### src/rtl/fir_pkg.sv
// fir_pkg: FSM state type and width helpers shared by the time-multiplexed FIR.
// Used by fir_mac and fir_tdm.
package fir_pkg;

  typedef enum logic [1:0] {
    IDLE = 2'd0,
    CALC = 2'd1,
    DONE = 2'd2
  } state_t;

  localparam int MIN_IDX_W = 1;

  // Index width for a counter over n items, never narrower than one bit.
  function automatic int idx_w(input int n);
    return (n > 1) ? $clog2(n) : MIN_IDX_W;
  endfunction

  // Accumulator width large enough that summing taps products never overflows.
  function automatic int acc_w(input int bits, input int taps);
    return 2 * bits + $clog2(taps) + 1;
  endfunction

endpackage

### src/rtl/fir_mac.sv
// fir_mac: one signed multiply feeding a clearable accumulator.
// acc_sum is the combinational running total including the current product.
module fir_mac
  import fir_pkg::*;
#(
  parameter int BITS_PER_ELEM = 8,
  parameter int ACC_BITS      = acc_w(8, 7)
) (
  input  logic                            clk,
  input  logic                            clr,
  input  logic                            en,
  input  logic signed [BITS_PER_ELEM-1:0] coef,
  input  logic signed [BITS_PER_ELEM-1:0] sample,
  output logic signed [ACC_BITS-1:0]      acc_sum
);

  localparam int PROD_W = 2 * BITS_PER_ELEM;

  logic signed [PROD_W-1:0]   prod_p0;
  logic signed [ACC_BITS-1:0] prod_ext_p0;
  logic signed [ACC_BITS-1:0] acc_p1;

  // Stage p0: product of the selected coefficient and delay tap
  assign prod_p0     = coef * sample;
  assign prod_ext_p0 = $signed({{(ACC_BITS - PROD_W){prod_p0[PROD_W-1]}}, prod_p0});
  assign acc_sum     = acc_p1 + prod_ext_p0;

  // Stage p1: accumulator register; clear wins over accumulate
  always_ff @(posedge clk) begin
    if (clr) begin
      acc_p1 <= '0;
    end else if (en) begin
      acc_p1 <= acc_sum;
    end
  end

endmodule

### src/rtl/fir_tdm.sv
// fir_tdm: multi-channel FIR sharing one sequential MAC over a common delay line.
// Define FIR_SAT_EN to saturate channel outputs instead of wrapping them.
module fir_tdm
  import fir_pkg::*;
#(
  parameter int BITS_PER_ELEM  = 8,
  parameter int NUM_ELEM       = 7,
  parameter int NUM_CHAN       = 4,
  parameter int SUM_TRUNCATION = 8,
  parameter int ACC_BITS       = acc_w(BITS_PER_ELEM, NUM_ELEM),
  parameter int OUT_SHIFT      = ACC_BITS - SUM_TRUNCATION,
  parameter logic [NUM_CHAN*NUM_ELEM*BITS_PER_ELEM-1:0] FILTER_VAL = '0
) (
  input  logic                               clk,
  input  logic                               rst,
  input  logic signed [BITS_PER_ELEM-1:0]    i_sample,
  input  logic                               i_sample_valid,
  output logic                               o_ready,
  input  logic                               i_coef_we,
  input  logic [idx_w(NUM_CHAN)-1:0]         i_coef_chan,
  input  logic [idx_w(NUM_ELEM)-1:0]         i_coef_idx,
  input  logic signed [BITS_PER_ELEM-1:0]    i_coef,
  output logic [NUM_CHAN*SUM_TRUNCATION-1:0] o_wavelet,
  output logic                               o_valid
);

  localparam int CHAN_W = idx_w(NUM_CHAN);
  localparam int TAP_W  = idx_w(NUM_ELEM);
  localparam logic [CHAN_W-1:0] LAST_CHAN = CHAN_W'(NUM_CHAN - 1);
  localparam logic [TAP_W-1:0]  LAST_TAP  = TAP_W'(NUM_ELEM - 1);

`ifdef FIR_SAT_EN
  localparam logic signed [ACC_BITS-1:0] SAT_MAX =
    ACC_BITS'((64'sd1 <<< (SUM_TRUNCATION - 1)) - 64'sd1);
  localparam logic signed [ACC_BITS-1:0] SAT_MIN = ~SAT_MAX;
`endif

  state_t state, state_nxt;
  logic [CHAN_W-1:0] chan;
  logic [TAP_W-1:0]  tap;

  logic signed [BITS_PER_ELEM-1:0]  delay [NUM_ELEM];
  logic signed [BITS_PER_ELEM-1:0]  coef  [NUM_CHAN][NUM_ELEM];
  logic signed [SUM_TRUNCATION-1:0] stage [NUM_CHAN];

  logic accept, coef_wr, chan_ok, tap_ok;
  logic mac_clr, mac_en;
  logic signed [BITS_PER_ELEM-1:0]  mac_coef, mac_sample;
  logic signed [ACC_BITS-1:0]       acc_sum;
  logic signed [SUM_TRUNCATION-1:0] chan_res;

  // Scale the accumulator to the output width, either clamping or wrapping.
  function automatic logic signed [SUM_TRUNCATION-1:0] reduce(
    input logic signed [ACC_BITS-1:0] acc
  );
`ifdef FIR_SAT_EN
    logic signed [ACC_BITS-1:0] shifted;
    shifted = acc >>> OUT_SHIFT;
    if (shifted > SAT_MAX) begin
      return SAT_MAX[SUM_TRUNCATION-1:0];
    end else if (shifted < SAT_MIN) begin
      return SAT_MIN[SUM_TRUNCATION-1:0];
    end
    return shifted[SUM_TRUNCATION-1:0];
`else
    return acc[OUT_SHIFT +: SUM_TRUNCATION];
`endif
  endfunction

  assign o_ready = (state == IDLE);
  assign accept  = i_sample_valid && (state == IDLE);
  assign chan_ok = (int'(i_coef_chan) < NUM_CHAN);
  assign tap_ok  = (int'(i_coef_idx) < NUM_ELEM);
  assign coef_wr = i_coef_we && (state == IDLE) && chan_ok && tap_ok;

  assign mac_coef   = coef[chan][tap];
  assign mac_sample = delay[tap];
  assign chan_res   = reduce(acc_sum);

  fir_mac #(
    .BITS_PER_ELEM (BITS_PER_ELEM),
    .ACC_BITS      (ACC_BITS)
  ) u_mac (
    .clk     (clk),
    .clr     (mac_clr),
    .en      (mac_en),
    .coef    (mac_coef),
    .sample  (mac_sample),
    .acc_sum (acc_sum)
  );

  always_comb begin
    state_nxt = state;
    mac_clr   = 1'b0;
    mac_en    = 1'b0;
    case (state)
      IDLE: begin
        if (accept) begin
          state_nxt = CALC;
          mac_clr   = 1'b1;
        end
      end
      CALC: begin
        mac_en = 1'b1;
        if (tap == LAST_TAP) begin
          mac_clr = 1'b1;
          if (chan == LAST_CHAN) begin
            state_nxt = DONE;
          end
        end
      end
      DONE:    state_nxt = IDLE;
      default: state_nxt = IDLE;
    endcase
  end

  // The last channel bypasses staging so all results publish on the final MAC edge.
  always_ff @(posedge clk) begin
    if (rst) begin
      state     <= IDLE;
      chan      <= '0;
      tap       <= '0;
      o_valid   <= 1'b0;
      o_wavelet <= '0;
      for (int t = 0; t < NUM_ELEM; t++) begin
        delay[t] <= '0;
      end
      for (int c = 0; c < NUM_CHAN; c++) begin
        for (int t = 0; t < NUM_ELEM; t++) begin
          coef[c][t] <= FILTER_VAL[(c*NUM_ELEM+t)*BITS_PER_ELEM +: BITS_PER_ELEM];
        end
      end
    end else begin
      state   <= state_nxt;
      o_valid <= 1'b0;
      if (coef_wr) begin
        coef[i_coef_chan][i_coef_idx] <= i_coef;
      end
      if (accept) begin
        delay[0] <= i_sample;
        for (int t = 1; t < NUM_ELEM; t++) begin
          delay[t] <= delay[t-1];
        end
        chan <= '0;
        tap  <= '0;
      end
      if (state == CALC) begin
        if (tap == LAST_TAP) begin
          tap  <= '0;
          chan <= chan + 1'b1;
          if (chan == LAST_CHAN) begin
            for (int c = 0; c < NUM_CHAN; c++) begin
              o_wavelet[c*SUM_TRUNCATION +: SUM_TRUNCATION] <=
                (c == NUM_CHAN - 1) ? chan_res : stage[c];
            end
            o_valid <= 1'b1;
          end
        end else begin
          tap <= tap + 1'b1;
        end
      end
    end
  end

  always_ff @(posedge clk) begin
    if ((state == CALC) && (tap == LAST_TAP)) begin
      stage[chan] <= chan_res;
    end
  end

endmodule

### config.mk
export PLATFORM = sky130hd
export DESIGN_NAME = fir_tdm
export DESIGN_NICKNAME = d
export VERILOG_FILES = /design/src/rtl/fir_pkg.sv /design/src/rtl/fir_mac.sv /design/src/rtl/fir_tdm.sv
export SDC_FILE = /design/constraint.sdc
export NUM_CORES = 1
export LEC_CHECK = 0
export ABC_CLOCK_PERIOD_IN_PS = 12850
export BUFFER_PORTS_ARGS = -buffer_cell sky130_fd_sc_hd__buf_2
export CORE_MARGIN = 5
export CORE_UTILIZATION = 32
export CTS_BUF_LIST = sky130_fd_sc_hd__clkbuf_2
export DETAILED_ROUTE_END_ITERATION = 10
export SKIP_LAST_GASP = 1
export SLEW_MARGIN = 10
export SYNTH_ARGS = -nofsm -noshare
export SYNTH_HDL_FRONTEND = slang
export SYNTH_SLANG_ARGS = --single-unit
### constraint.sdc
create_clock -name clk -period 12.85 [get_ports clk]
set_input_delay 2.57 -clock clk [delete_from_list [all_inputs] [get_ports clk]]
set_output_delay 2.57 -clock clk [all_outputs]
set_load 0.005 [all_outputs]
==> qor.yml <==
p_leak_nw: 8.50
insertion_delay_ns: 1.07
ys_seq_area_share_pct: 53.5
cp_cell_sequence: "buf_4 -> mux4_2 -> mux2i_1 -> o22ai_1 -> mux2i_4 -> nor2b_1 -> fa_1 -> fa_1 -> fa_1 -> fa_1 -> ha_1 -> ha_1 -> a211o_1 -> o32ai_1 -> o21ai_1 -> and2_1 -> mux2i_1 -> inv_1"
synth-edff-count: 304
clk_pin_slew_ns: 0.10
netlist_instances: 1491
crit_type: "reg2reg"
worstRegToRegCells: 18
synth-xor-area-share_pct: 0.947
async_flop_share_pct: 0
worstPathRequired_ns: 13.58
yosysWarningCount: 0
layout.nets: 1758
yosys.area_share.simple_pct: 15.6
finalCriticalPeriod_ns: 7.84
fmax_mhz: 128
synth.distinct_cells: 49
hold_path_depth: 2
hold_start: "o_wavelet[13]"
cp_common_cell: "fa_1"
clockBufferDepth: 3
whs_ns: 0.457
synth_flop_cell: "edfxtp_1"
ir_drop_uv: 138
min_to: "o_wavelet[13]"
end_kind: "flip-flop"
pre_cts_slack_ns: 4.95
critical_path.max_stage_delay_ns: 0.96
die_h_um: 256
final_util_pct: 35.6
clockRootBuffer: "clkbuf_2"
wl_um: 43400
grt_usage_pct: 13.4
place_hpwl_um: 29100
dieArea_um2: 65700
r2r_end: "stage[1][6]"
setup_viol: 0
grt_start_max_net_pins: 61
cts_resized: 0
synth_fa_ha_area_share_pct: 12.3
grt_pass1_wl_um: 69800
relSlewSlack_pct: 19.5
rsz0062_at_grt: "false"
mostFrequentLayoutCell: "edfxtp_1"
antenna_found_initial: 2
wl_per_cell_um: 17.6
final.setup.worst_slack_ns: 5.01
syn2layout_area_growth_pct: 10.5
postRouteAntennaNets: 0
muxShareOfSynthArea_pct: 10.4
cts_setup_buffers: 0
reg2reg_from: "chan[0]"
chipWidth_um: 256
port_buffers: 58
report.final.hold_viol_count: 0
postCtsHoldBufs: 0
fillCellCount: 5799
p_per_area_nw_per_um2: 156
io_pins: 59
fin_tns_setup_ns: 0
gp_congestion: 0.773
cp_max_fo: 42
critPathArrivalTime_ns: 8.57
post-route-drc-count: 0
synth_top_family_by_area: "simple AND/OR/NAND/NOR gates"
syn_area_um2: 19400
ctsHtreeMaxLevel: 3
hold_class: "reg2reg"
synth-seq-cells: 367
numCtsBuffers: 99
crit_path_top_delay_cell: "nor2b_1"
first_pass_iters: 6
drtIter0Drc: 831
layout-drive-gt1-share_pct: 21.5
synth_compound_area_share_pct: 3.41
timing.final.crit_share_pct: 61.0
syn_area_per_cell_um2: 13.0
rrSetupSlack_ns: 5.01
placementRows: 90
syn_nets: 1654
worstMarginPinSlew_ns: 1.21
status: "finished, final reports clean"
grt_pass1_vias: 12400
fin_skew_ns: 0.0891
cts.sinks: 367
vias: 11500
core_area_um2: 60200
slew_viol_final: 0
cts_tree: "built"
max_cap_violations: 0
initial_core_util_pct: 32.2
final_cell_mix: "edfxtp_1, and2_1, clkbuf_2"
grt_overflow_total: 0
crit_path_start_kind: "flip-flop"
viasPerCell: 4.69
how the worst max path moves through the flow:
stage                        from          end  slack (ns)
final                     chan[0]  stage[1][6]        5.01
after global routing      chan[0]  stage[1][6]        4.41
after CTS                 chan[0]  stage[1][6]        4.85
after detailed placement  chan[0]  stage[2][6]        4.95
after global placement    chan[0]  stage[0][6]        5.13
after floorplan           chan[0]  stage[0][6]        6.00
cell usage after synthesis, types with 2 or more instances:
| cell | instances | area [um^2] |
|---|---|---|
| nand4b_1 | 3 | 26.3 |
| buf_1 | 8 | 30.0 |
| edfxtp_1 | 304 | 9130 |
| nor2_1 | 68 | 255 |
| o211ai_1 | 2 | 15.0 |
| nand3b_1 | 5 | 37.5 |
| nand2b_1 | 13 | 81.3 |
| buf_2 | 7 | 35.0 |
| and2_1 | 283 | 1770 |
| a21oi_1 | 56 | 280 |
| o21ai_0 | 22 | 110 |
| fa_1 | 88 | 1760 |
| ha_1 | 50 | 626 |
| o21a_1 | 3 | 22.5 |
| mux4_2 | 72 | 1620 |
| a21o_1 | 2 | 15.0 |
| a211o_1 | 3 | 26.3 |
| xor2_1 | 6 | 52.6 |
| nand2_1 | 116 | 435 |
| nor3_1 | 3 | 15.0 |
| or3b_2 | 2 | 17.5 |
| dfxtp_1 | 63 | 1260 |
| nand3_1 | 7 | 35.0 |
| o22ai_1 | 8 | 50.1 |
| nor2b_1 | 22 | 138 |
| or2_2 | 30 | 188 |
| mux2i_4 | 2 | 45.0 |
| mux2i_1 | 24 | 240 |
| mux2_2 | 8 | 90.1 |
| clkbuf_1 | 48 | 180 |
| inv_1 | 117 | 439 |
| mux2_4 | 2 | 30.0 |
| a211oi_1 | 11 | 82.6 |
| xnor2_1 | 15 | 131 |
| o21bai_1 | 2 | 15.0 |
| buf_4 | 3 | 22.5 |
logic make-up (layout without fill, tap and decap cells):
kind of cell / after synthesis / in the layout
multiplexers: 108 / 108
XOR/XNOR: 21 / 21
AO/OA/AOI/OAI: 115 / 115
AND/OR/NAND/NOR: 556 / 556
buffers and inverters: 186 / 368
adder cells (fa/ha/maj): 138 / 138
other: 0 / 3
flip-flops: 367 / 367
flip-flops by register name (all words and copies together), names as in the netlist, named ones only:
register,cells
coef,224
state,2
u_mac.acc_p1,20
o_wavelet,32
stage,24
o_valid,1
tap,3
chan,2
delay,56
per-layer routing:
| layer | part of all wire (%) | global-route usage (%) | vias to the layer above |
|---|---|---|---|
| li1 | - | - | 5409 |
| met1 | 43 | 17.0 | 5809 |
| met2 | 51 | 23.5 | 247 |
| met3 | 4.6 | 2.71 | 61 |
| met4 | 1.4 | 3.43 | 0 |
| met5 | 0 | 0 | - |
worst max-delay path, delay by kind of cell (launching register included):
family                   cells  cell delay (ns)
AO/OA/AOI/OAI                4             1.28
adder cells (fa/ha/maj)      6             2.76
buffers and inverters        2             0.86
flip-flops                   1             0.58
multiplexers                 4             0.89
AND/OR/NAND/NOR              2             1.16
per-stage QoR:
step / std cells / instance area [um^2] / power, mW
6_report: 2458 / 21500 / 3.34
5_1_grt: 2456 / 21500 / 3.60
4_1_cts: 2455 / 21400 / 3.39
3_5_place_dp: 2276 / 20500 / 2.52
3_3_place_gp: 2276 / 20500 / 2.49
2_1_floorplan: 1491 / 19400 / 2.25
cell type report:
class	count	area, um^2	area share (%)
flip-flops and latches	367	10400	48.4
multi-input cells	938	8310	38.7
well taps	782	978	4.56
clock buffers	147	736	3.43
inverters	118	443	2.06
repair buffers	71	388	1.81
clock inverters	32	204	0.950
diodes	3	7.51	0.0350
power breakdown:
part           switching [mW]  internal, mW  total, mW
Combinational           0.627         0.413       1.04
Sequential             0.0365          1.41       1.45
Clock                   0.498         0.351      0.850
Total                    1.16          2.18       3.34
(Power assumes the default switching activity.)
